--- config.mk ---
export PLATFORM = sky130hd
export DESIGN_NAME = sorter_ctrl
export DESIGN_NICKNAME = d
export VERILOG_FILES = /design/src/rtl/sorter_ctrl.sv
export SDC_FILE = /design/constraint.sdc
export NUM_CORES = 1
export LEC_CHECK = 0
export CORE_ASPECT_RATIO = 1.5
export CORE_UTILIZATION = 48
export DETAILED_ROUTE_END_ITERATION = 10
export MAX_ROUTING_LAYER = met4
export PLACE_DENSITY_LB_ADDON = 0.2
export SLEW_MARGIN = 25
export SYNTH_ARGS = -nofsm -noshare
export SYNTH_HDL_FRONTEND = slang
export SYNTH_SLANG_ARGS = --single-unit
--- constraint.sdc ---
create_clock -name clk -period 2.6 [get_ports clk]
set_clock_uncertainty 0.15 [all_clocks]
set_input_delay 0.39 -clock clk [delete_from_list [all_inputs] [get_ports clk]]
set_output_delay 0.39 -clock clk [all_outputs]
set_load 0.01 [all_outputs]
--- src/rtl/sorter_ctrl.sv ---
// sorter_ctrl: collects a QPSK/QAM16 sample frame, feeds it to an
// external sorter in groups of four, and returns the registered result.
//
// Ports:
//   clk, rst            clock, synchronous active-high reset
//   mode_in[1:0]        00 QPSK (4 samples), 01 QAM16 (16), 1x reserved
//   s_valid/s_ready     sample handshake, s_data[WIDTH-1:0]
//   srt_start, srt_M    start pulse and latched mode to the sorter
//   srt_d1..srt_d4      one group of four samples per FEED cycle
//   srt_done, srt_y     sorter completion and result
//   m_valid/m_ready     result handshake, m_data registered result
//   busy, err           not-idle flag, one-cycle error pulse
module sorter_ctrl #(
  parameter int WIDTH       = 8,
  parameter int NUM_OUTPUTS = 4,
  parameter int TIMEOUT     = 64
) (
  input  logic                         clk,
  input  logic                         rst,
  input  logic [1:0]                   mode_in,
  input  logic                         s_valid,
  output logic                         s_ready,
  input  logic [WIDTH-1:0]             s_data,
  output logic                         srt_start,
  output logic [1:0]                   srt_M,
  output logic [WIDTH-1:0]             srt_d1,
  output logic [WIDTH-1:0]             srt_d2,
  output logic [WIDTH-1:0]             srt_d3,
  output logic [WIDTH-1:0]             srt_d4,
  input  logic                         srt_done,
  input  logic [NUM_OUTPUTS*WIDTH-1:0] srt_y,
  output logic                         m_valid,
  input  logic                         m_ready,
  output logic [NUM_OUTPUTS*WIDTH-1:0] m_data,
  output logic                         busy,
  output logic                         err
);

  localparam int TW = $clog2(TIMEOUT + 1);
  localparam logic [TW-1:0] TLAST = TW'(TIMEOUT - 1);

  typedef enum logic [2:0] {
    IDLE,
    COLLECT,
    START,
    FEED,
    WAIT,
    OUT
  } state_t;

  state_t state;
  state_t nxt;

  logic [WIDTH-1:0] sbuf [16];
  logic [4:0]       idx;
  logic [TW-1:0]    tcnt;
  logic [1:0]       mode_q;

  logic       xfer;
  logic       qam;
  logic       col_last;
  logic       feed_last;
  logic       t_exp;
  logic       err_set;
  logic [3:0] gbase;

  assign xfer = s_valid & s_ready;
  assign qam  = (mode_q == 2'b01);

  // The index counts samples while collecting and then groups
  // while feeding; both phases start it from zero.
  assign col_last  = qam ? (idx == 5'd15) : (idx == 5'd3);
  assign feed_last = qam ? (idx == 5'd3) : (idx == 5'd0);
  assign gbase     = {idx[1:0], 2'b00};

  assign t_exp = (tcnt == TLAST) & ~srt_done;

  assign err_set =
    ((state == IDLE) & s_valid & mode_in[1]) |
    ((state == WAIT) & t_exp);

  // State register
  always_ff @(posedge clk) begin
    if (rst) begin
      state <= IDLE;
    end else begin
      state <= nxt;
    end
  end

  // Next-state logic
  always_comb begin
    nxt = state;
    unique case (state)
      IDLE: begin
        if (xfer) nxt = COLLECT;
      end
      COLLECT: begin
        if (xfer && col_last) nxt = START;
      end
      START: begin
        nxt = FEED;
      end
      FEED: begin
        if (feed_last) nxt = WAIT;
      end
      WAIT: begin
        if (srt_done) nxt = OUT;
        else if (t_exp) nxt = IDLE;
      end
      OUT: begin
        if (m_ready) nxt = IDLE;
      end
      default: nxt = IDLE;
    endcase
  end

  // Outputs; everything is forced low while reset is held
  always_comb begin
    s_ready   = 1'b0;
    srt_start = 1'b0;
    srt_M     = 2'b00;
    srt_d1    = '0;
    srt_d2    = '0;
    srt_d3    = '0;
    srt_d4    = '0;
    m_valid   = 1'b0;
    busy      = 1'b0;
    if (!rst) begin
      busy = (state != IDLE);
      unique case (state)
        IDLE: begin
          s_ready = ~mode_in[1];
        end
        COLLECT: begin
          s_ready = 1'b1;
        end
        START: begin
          srt_start = 1'b1;
          srt_M     = mode_q;
        end
        FEED: begin
          srt_M  = mode_q;
          srt_d1 = sbuf[gbase];
          srt_d2 = sbuf[gbase + 4'd1];
          srt_d3 = sbuf[gbase + 4'd2];
          srt_d4 = sbuf[gbase + 4'd3];
        end
        WAIT: begin
          srt_M = mode_q;
        end
        OUT: begin
          srt_M   = mode_q;
          m_valid = 1'b1;
        end
        default: ;
      endcase
    end
  end

  // Sample buffer; stale contents are harmless since the
  // index restarts at zero for every frame.
  always_ff @(posedge clk) begin
    if (xfer) begin
      sbuf[idx[3:0]] <= s_data;
    end
  end

  // Counters, mode latch, result register, error pulse
  always_ff @(posedge clk) begin
    if (rst) begin
      idx    <= '0;
      tcnt   <= '0;
      mode_q <= 2'b00;
      m_data <= '0;
      err    <= 1'b0;
    end else begin
      err <= err_set;
      unique case (state)
        IDLE: begin
          tcnt <= '0;
          if (xfer) begin
            mode_q <= mode_in;
            idx    <= 5'd1;
          end
        end
        COLLECT: begin
          if (xfer) begin
            idx <= col_last ? 5'd0 : idx + 5'd1;
          end
        end
        START: begin
          idx <= 5'd0;
        end
        FEED: begin
          idx  <= feed_last ? 5'd0 : idx + 5'd1;
          tcnt <= '0;
        end
        WAIT: begin
          idx <= 5'd0;
          if (srt_done) begin
            m_data <= srt_y;
            tcnt   <= '0;
          end else if (t_exp) begin
            tcnt <= '0;
          end else begin
            tcnt <= tcnt + TW'(1);
          end
        end
        OUT: begin
          tcnt <= '0;
          if (m_ready) idx <= 5'd0;
        end
        default: begin
          idx  <= 5'd0;
          tcnt <= '0;
        end
      endcase
    end
  end

endmodule

======== After elaboration in Yosys (flattened, before gate mapping) ========
Memories as Yosys holds them, arrays and structs flattened. A register that Yosys moved wholly into a read port is not among the register bits.
Index checks and enable logic that the tools add are counted.
Widths: inputs -> output; s select.
word-level totals
  output and inout bits ................... 71
  input bits .............................. 47
  memories ................................ 1
  register bits ........................... 50
  RAM bits ................................ 128
operators by class
  bitwise operators ....................... 8
  multiplexer cells ....................... 39
  equality and inequality tests ........... 15
  $add $sub $neg .......................... 5
  reduce and logical (&&, ||, !) cells .... 10
memory list
  memory  depth  bits a word  rd ports  clocked after memory_dff  wr ports  line  RTL
  sbuf    16     8            4         1                         1         54    logic [WIDTH-1:0] sbuf [16];
operators by type and width
  operator             number
  $mux 8               8
  $mux 5               5
  $pmux 5 s4           1
  $mux 3               6
  $pmux 3 s6           1
  $mux 7               2
  $pmux 7 s2           1
  $mux 1               10
  $ne 2x2->1 const B   5
  $add 4x2->4 const B  2
  $mux 4               2
  $add 7x1->7 const B  1
  $eq 7x6->1 const B   1
  $eq 3x2->1 const B   2
  $eq 3x3->1 const B   2
  $add 5x1->5 const B  1
  $and 1x1->1          5
  $eq 5x2->1 const B   1
  $eq 5x4->1 const B   1
  $logic_not 5->1      1
  $reduce_and 5->1     1
  $add 4x1->4 const B  1
  $mux 2               2
  $reduce_and 2->1     2
  other kinds (12)     13

======== Depth between registers and ports, before layout ========
  word-level depth ........................ 8
  gate-level depth with buffers ........... 9
  gate-level depth less buffers ........... 8

======== Worst setup path after synthesis ========
Ideal clock, no wire load.
  kind .................................... reg2reg
  start point ............................. reg idx[2]
  end point ............................... reg state[2]
  buffers on the path ..................... 2
  path slack .............................. -0.034 ns
  period minus slack after synthesis ...... 2.634 ns
  data required time ...................... 2.327 ns
  arrival time ............................ 2.360 ns
  stages on the path, launching flop included .. 10
  cells stage by stage .................... dfxtp_1 clkbuf_1 and3_1 ha_1 nand3b_1 and4b_1 or4b_4 buf_6 a211oi_4 mux2_1
on the way
  cells in the longest elaborated chain, start to end .. 5
ends and longest elaborated chain
  item                                             line    RTL
  from (decl)                                      55      logic [4:0] idx;
  from (signal assigned)                           189     idx <= col_last ? 5'd0 : idx + 5'd1;
  from (signal assigned)                           196     idx <= feed_last ? 5'd0 : idx + 5'd1;
  $eq 5x2->1 / $eq 5x4->1 (equally long branches)  72, 73
  $mux 1                                           72      assign col_last = qam ? (idx == 5'd15) : (idx == 5'd3);
  $logic_and 1x1->1                                99      if (xfer && col_last) nxt = START;
  $ne 2x2->1 (no line)                             -
  $reduce_and 5->1 (no line) *                     -
  to (signal assigned)                             87      state <= nxt;
  to (decl)                                        51      state_t state;
Mark *: on every way between the ends. The rest lies on a longest branch, timed or not.
A chain may end at the register's enable or synchronous reset.

======== Worst setup path after layout ========
  start point ............................. reg idx[0]
  end point ............................... reg state[2]
Same word-level chain as after synthesis.

==> qor.csv <==
stage,metric,value,unit
drt,Routed Antenna Nets,0,
worst_setup_path,buffer and inverter count on the worst path,1,
drt,TritonRoute pass-1 iters,4,
power,Comb pwr share,0.058,
yosys,post-synth top area share,0.535,
worst_setup_path,"CP delay by family, top",simple AND/OR/NAND/NOR gates,
sta,final slew viol count,0,
yosys,"Net Count, Synth",569,
yosys,Yosys top cell by area,edfxtp_1,
grt,first-pass GRT wire length,24300,um
floorplanning,Die Y,152,um
drt,# DRC,0,
final_layout,final non-filler cell total,878,
worst_setup_path,Worst Path Required,2.76,ns
final_layout,area delta synth->final,32.1,%
yosys,Area contributors post-synth,"edfxtp_1, dfxtp_1, mux4_2",
grt,GRT busiest layer,met2,
power,clock share of power,0.428,
sta,Slew HR,0.535,
sta,Final Setup Violations,2,
clock_network,Skew-Pair Late Insertion Delay,0.42,ns
floorplanning,starting density of the core,0.492,
yosys,register area share after synthesis,0.680,
final_layout,final core utilization,0.650,
clock_network,total CTS buffers,17,
worst_setup_path,worst-path maximum fanout,3,
clock_network,CTS Root Cell,clkbuf_16,
grt,All-Layer GR Usage,0.217,
power,Final Power,6010,uW
drt,via/cell ratio,5.29,
drt,routed wire length,15400,um
yosys,Synth Register Bits,180,
grt,vias in the first global route,4806,
clock_network,Sink Count,180,
power,Peak VDD IR,414,uV
power,internal power,4730,uW
worst_setup_path,arrival time at the worst endpoint,2.79,ns
final_layout,Nets,723,
yosys,Mapped Area,7190,um^2
job,Max-Cap Viols,0,
sta,Final Hold Violating Endpoints,0,
floorplanning,Core ar.,14600,um^2
yosys,number of synthesized flops with an enable pin,128,
worst_setup_path,Critical Path Sink Type,register,
clock_network,Max Root-Sink Buffers,2,
worst_setup_path,Startpoint Class,register,
power,power density cells,633,nW/um^2
yosys,Post-Synthesis Cells,515,
sta,post-route minimum period,2.63,ns
power,part of the power in registers,0.514,
place,placed cells,833,
sta,Max Clk Rate,380,MHz
drt,Avg WL per Cell,17.5,um
power,Leak Pwr,0.00331,uW
min_path,Worst Hold Class,reg -> reg,
drt,via count,4644,
worst_setup_path,slowest cell on the critical path,or4b_4,
clock_network,CTS HTree Levels,4,
sta,RSZ-0062 raised after global routing,true,
grt,initial antenna violation count,0,
worst_setup_path,Max stage delay on crit path,0.56,ns
grt,met2 usage in global routing,0.381,
grt,GRT met1 Usage,0.244,
place,half-perimeter wire length after placement,9900,um
clock_network,clock transition at the registers of the reported paths,0.07,ns
yosys,fraction of registers with async set/reset,0,
place,Placer Congestion,0.835,
grt,largest net degree at the start of global routing,34,
place,Post-DP Area,8770,um^2
worst_setup_path,crit path cell chain,"buf_12, ha_4, and3_4, ha_4, nand3b_1, and4b_1, or4b_4, a211oi_4, mux2_4",
grt,grt total ovfl,0,
floorplanning,Die Wd,102,um
yosys,"Warnings, synthesis",0,
yosys,mean post-synth cell area,14.0,um^2
sta,period utilization,1.01,
drt,drt first-iter violations,158,
sta,setup ws final,-0.0301,ns
final_layout,layout cells sized above 1,0.202,
place,pre-CTS setup slack,0.0806,ns
floorplanning,die area,15500,um^2
final_layout,antenna cell count,0,
worst_setup_path,Crit path top cell by count,ha_4,
power,switching share of total power,0.213,
outcome,failing checks,negative setup slack,
grt,GR Util met3,0.0442,
worst_setup_path,crit path kind,reg -> reg,
yosys,"Primary FF master, synth",edfxtp_1,
final_layout,final instance area,9490,um^2
yosys,Yosys cell types,44,
floorplanning,Rows,54,
floorplanning,I/O pin cnt,118,
clock_network,CTS tree,built,
place,port buffer count,117,
sta,Tightest Pin Transition,0.696,ns
outcome,outcome,finished with violations,
clock_network,"Hold-fix buffers, CTS",0,
power,switching power,1280,uW
power groups by stage:
| stage | registers [uW] | clock network [uW] | logic, uW |
|---|---|---|---|
| finish | 3090 | 2570 | 350 |
| global route | 3090 | 2740 | 373 |
| CTS | 3090 | 2610 | 340 |
| detailed placement | 3150 | 0 | 306 |
| global placement | 3150 | 0 | 300 |
| floorplan | 3150 | 0 | 159 |
path summary, 6_finish.rpt:
path | cells past startpoint | end | from | slack (ns)
setup / recovery | 9 | state[2] | idx[0] | -0.03
hold / removal | 2 | m_data[19] | m_data[19] | 0.31
setup reg to reg | 9 | state[2] | idx[0] | -0.03
hold reg to reg | 2 | m_data[19] | m_data[19] | 0.31
routing by layer:
metal / up-vias / part of all wire
li1: 2187 / -
met2: 146 / 0.55
met3: 20 / 0.042
met4: 0 / 0.013
met1: 2291 / 0.40
met5: - / 0
registers in the layout, indices dropped and copies added (netlist names), named ones only:
name and cells:
state 3, err 1, m_data 32, sbuf 128, mode_q 2, idx 5
tcnt 7
Yosys cell counts, types with 6 or more instances:
cell	number
ha_1	7
nand3_1	8
nand2b_1	6
and3_1	6
edfxtp_1	128
a21oi_1	41
inv_1	7
nor3_1	6
nor2b_1	34
nand2_1	88
dfxtp_1	52
mux4_2	32
nor2_1	28
clkbuf_1	24
logic make-up (layout without fill, tap and decap cells):
logic type | Yosys count | after routing | synth area share
mux | 35 | 35 | 0.105
xor+xnor | 5 | 5 | 0.00609
fa+ha+maj | 7 | 7 | 0.0122
compound gates | 53 | 53 | 0.0418
simple gates | 198 | 198 | 0.135
buf+inv | 37 | 204 | 0.0209
flops | 180 | 180 | 0.680
stage by stage:
step	TNS (ns)	hold WS, ns
after floorplan	0	0.294
after global placement	0	0.292
after detailed placement	0	0.296
after CTS	-0.135	0.306
after global routing	-0.245	0.324
final	-0.0491	0.306
worst reg2reg max path, delay by kind of cell, from the launching register on:
kind,cells,cell delay [ns]
AO/OA/AOI/OAI,1,0.28
AND/OR/NAND/NOR,4,1.06
flip-flops,1,0.37
adder cells (fa/ha/maj),2,0.23
buffers and inverters,1,0.10
multiplexers,1,0.32
area by class of cell:
class | instances | area [um^2]
Fill cell | 1131 | 5100
Sequential cell | 180 | 4890
Multi-Input combinational cell | 298 | 2180
Timing Repair Buffer | 165 | 1550
Clock buffer | 18 | 429
Tap cell | 196 | 245
Clock inverter | 14 | 166
Inverter | 7 | 26.3
placed cells by master (no fill, tap or decap), types with 3 or more instances in the layout:
cell type and count:
dlymetal6s2s_1 4, dfxtp_1 48, inv_8 3, o21ai_0 3, ha_1 5, buf_4 41, dlygate4sd2_1 13, clkbuf_2 14
clkinv_4 3, buf_12 3, nand2_1 88, nand3b_1 3, edfxtp_1 128, clkdlybuf4s50_1 85, nand3_1 8, inv_6 4
nor2_1 28, clkbuf_16 17, nand2b_1 6, a21oi_1 41, xor2_1 4, and3_1 5, nor3_1 6, nor2b_1 34
inv_1 7, mux4_2 32
what timing repair did:
item,4_1_cts,5_1_grt
endpoints found under the hold margin,0,0
resized for setup,35,40
cloned,2,0
pin swaps,0,2
setup buffers,5,6
endpoints found under the setup margin,35,15
No activity file was read; power rests on OpenSTA's default activity.
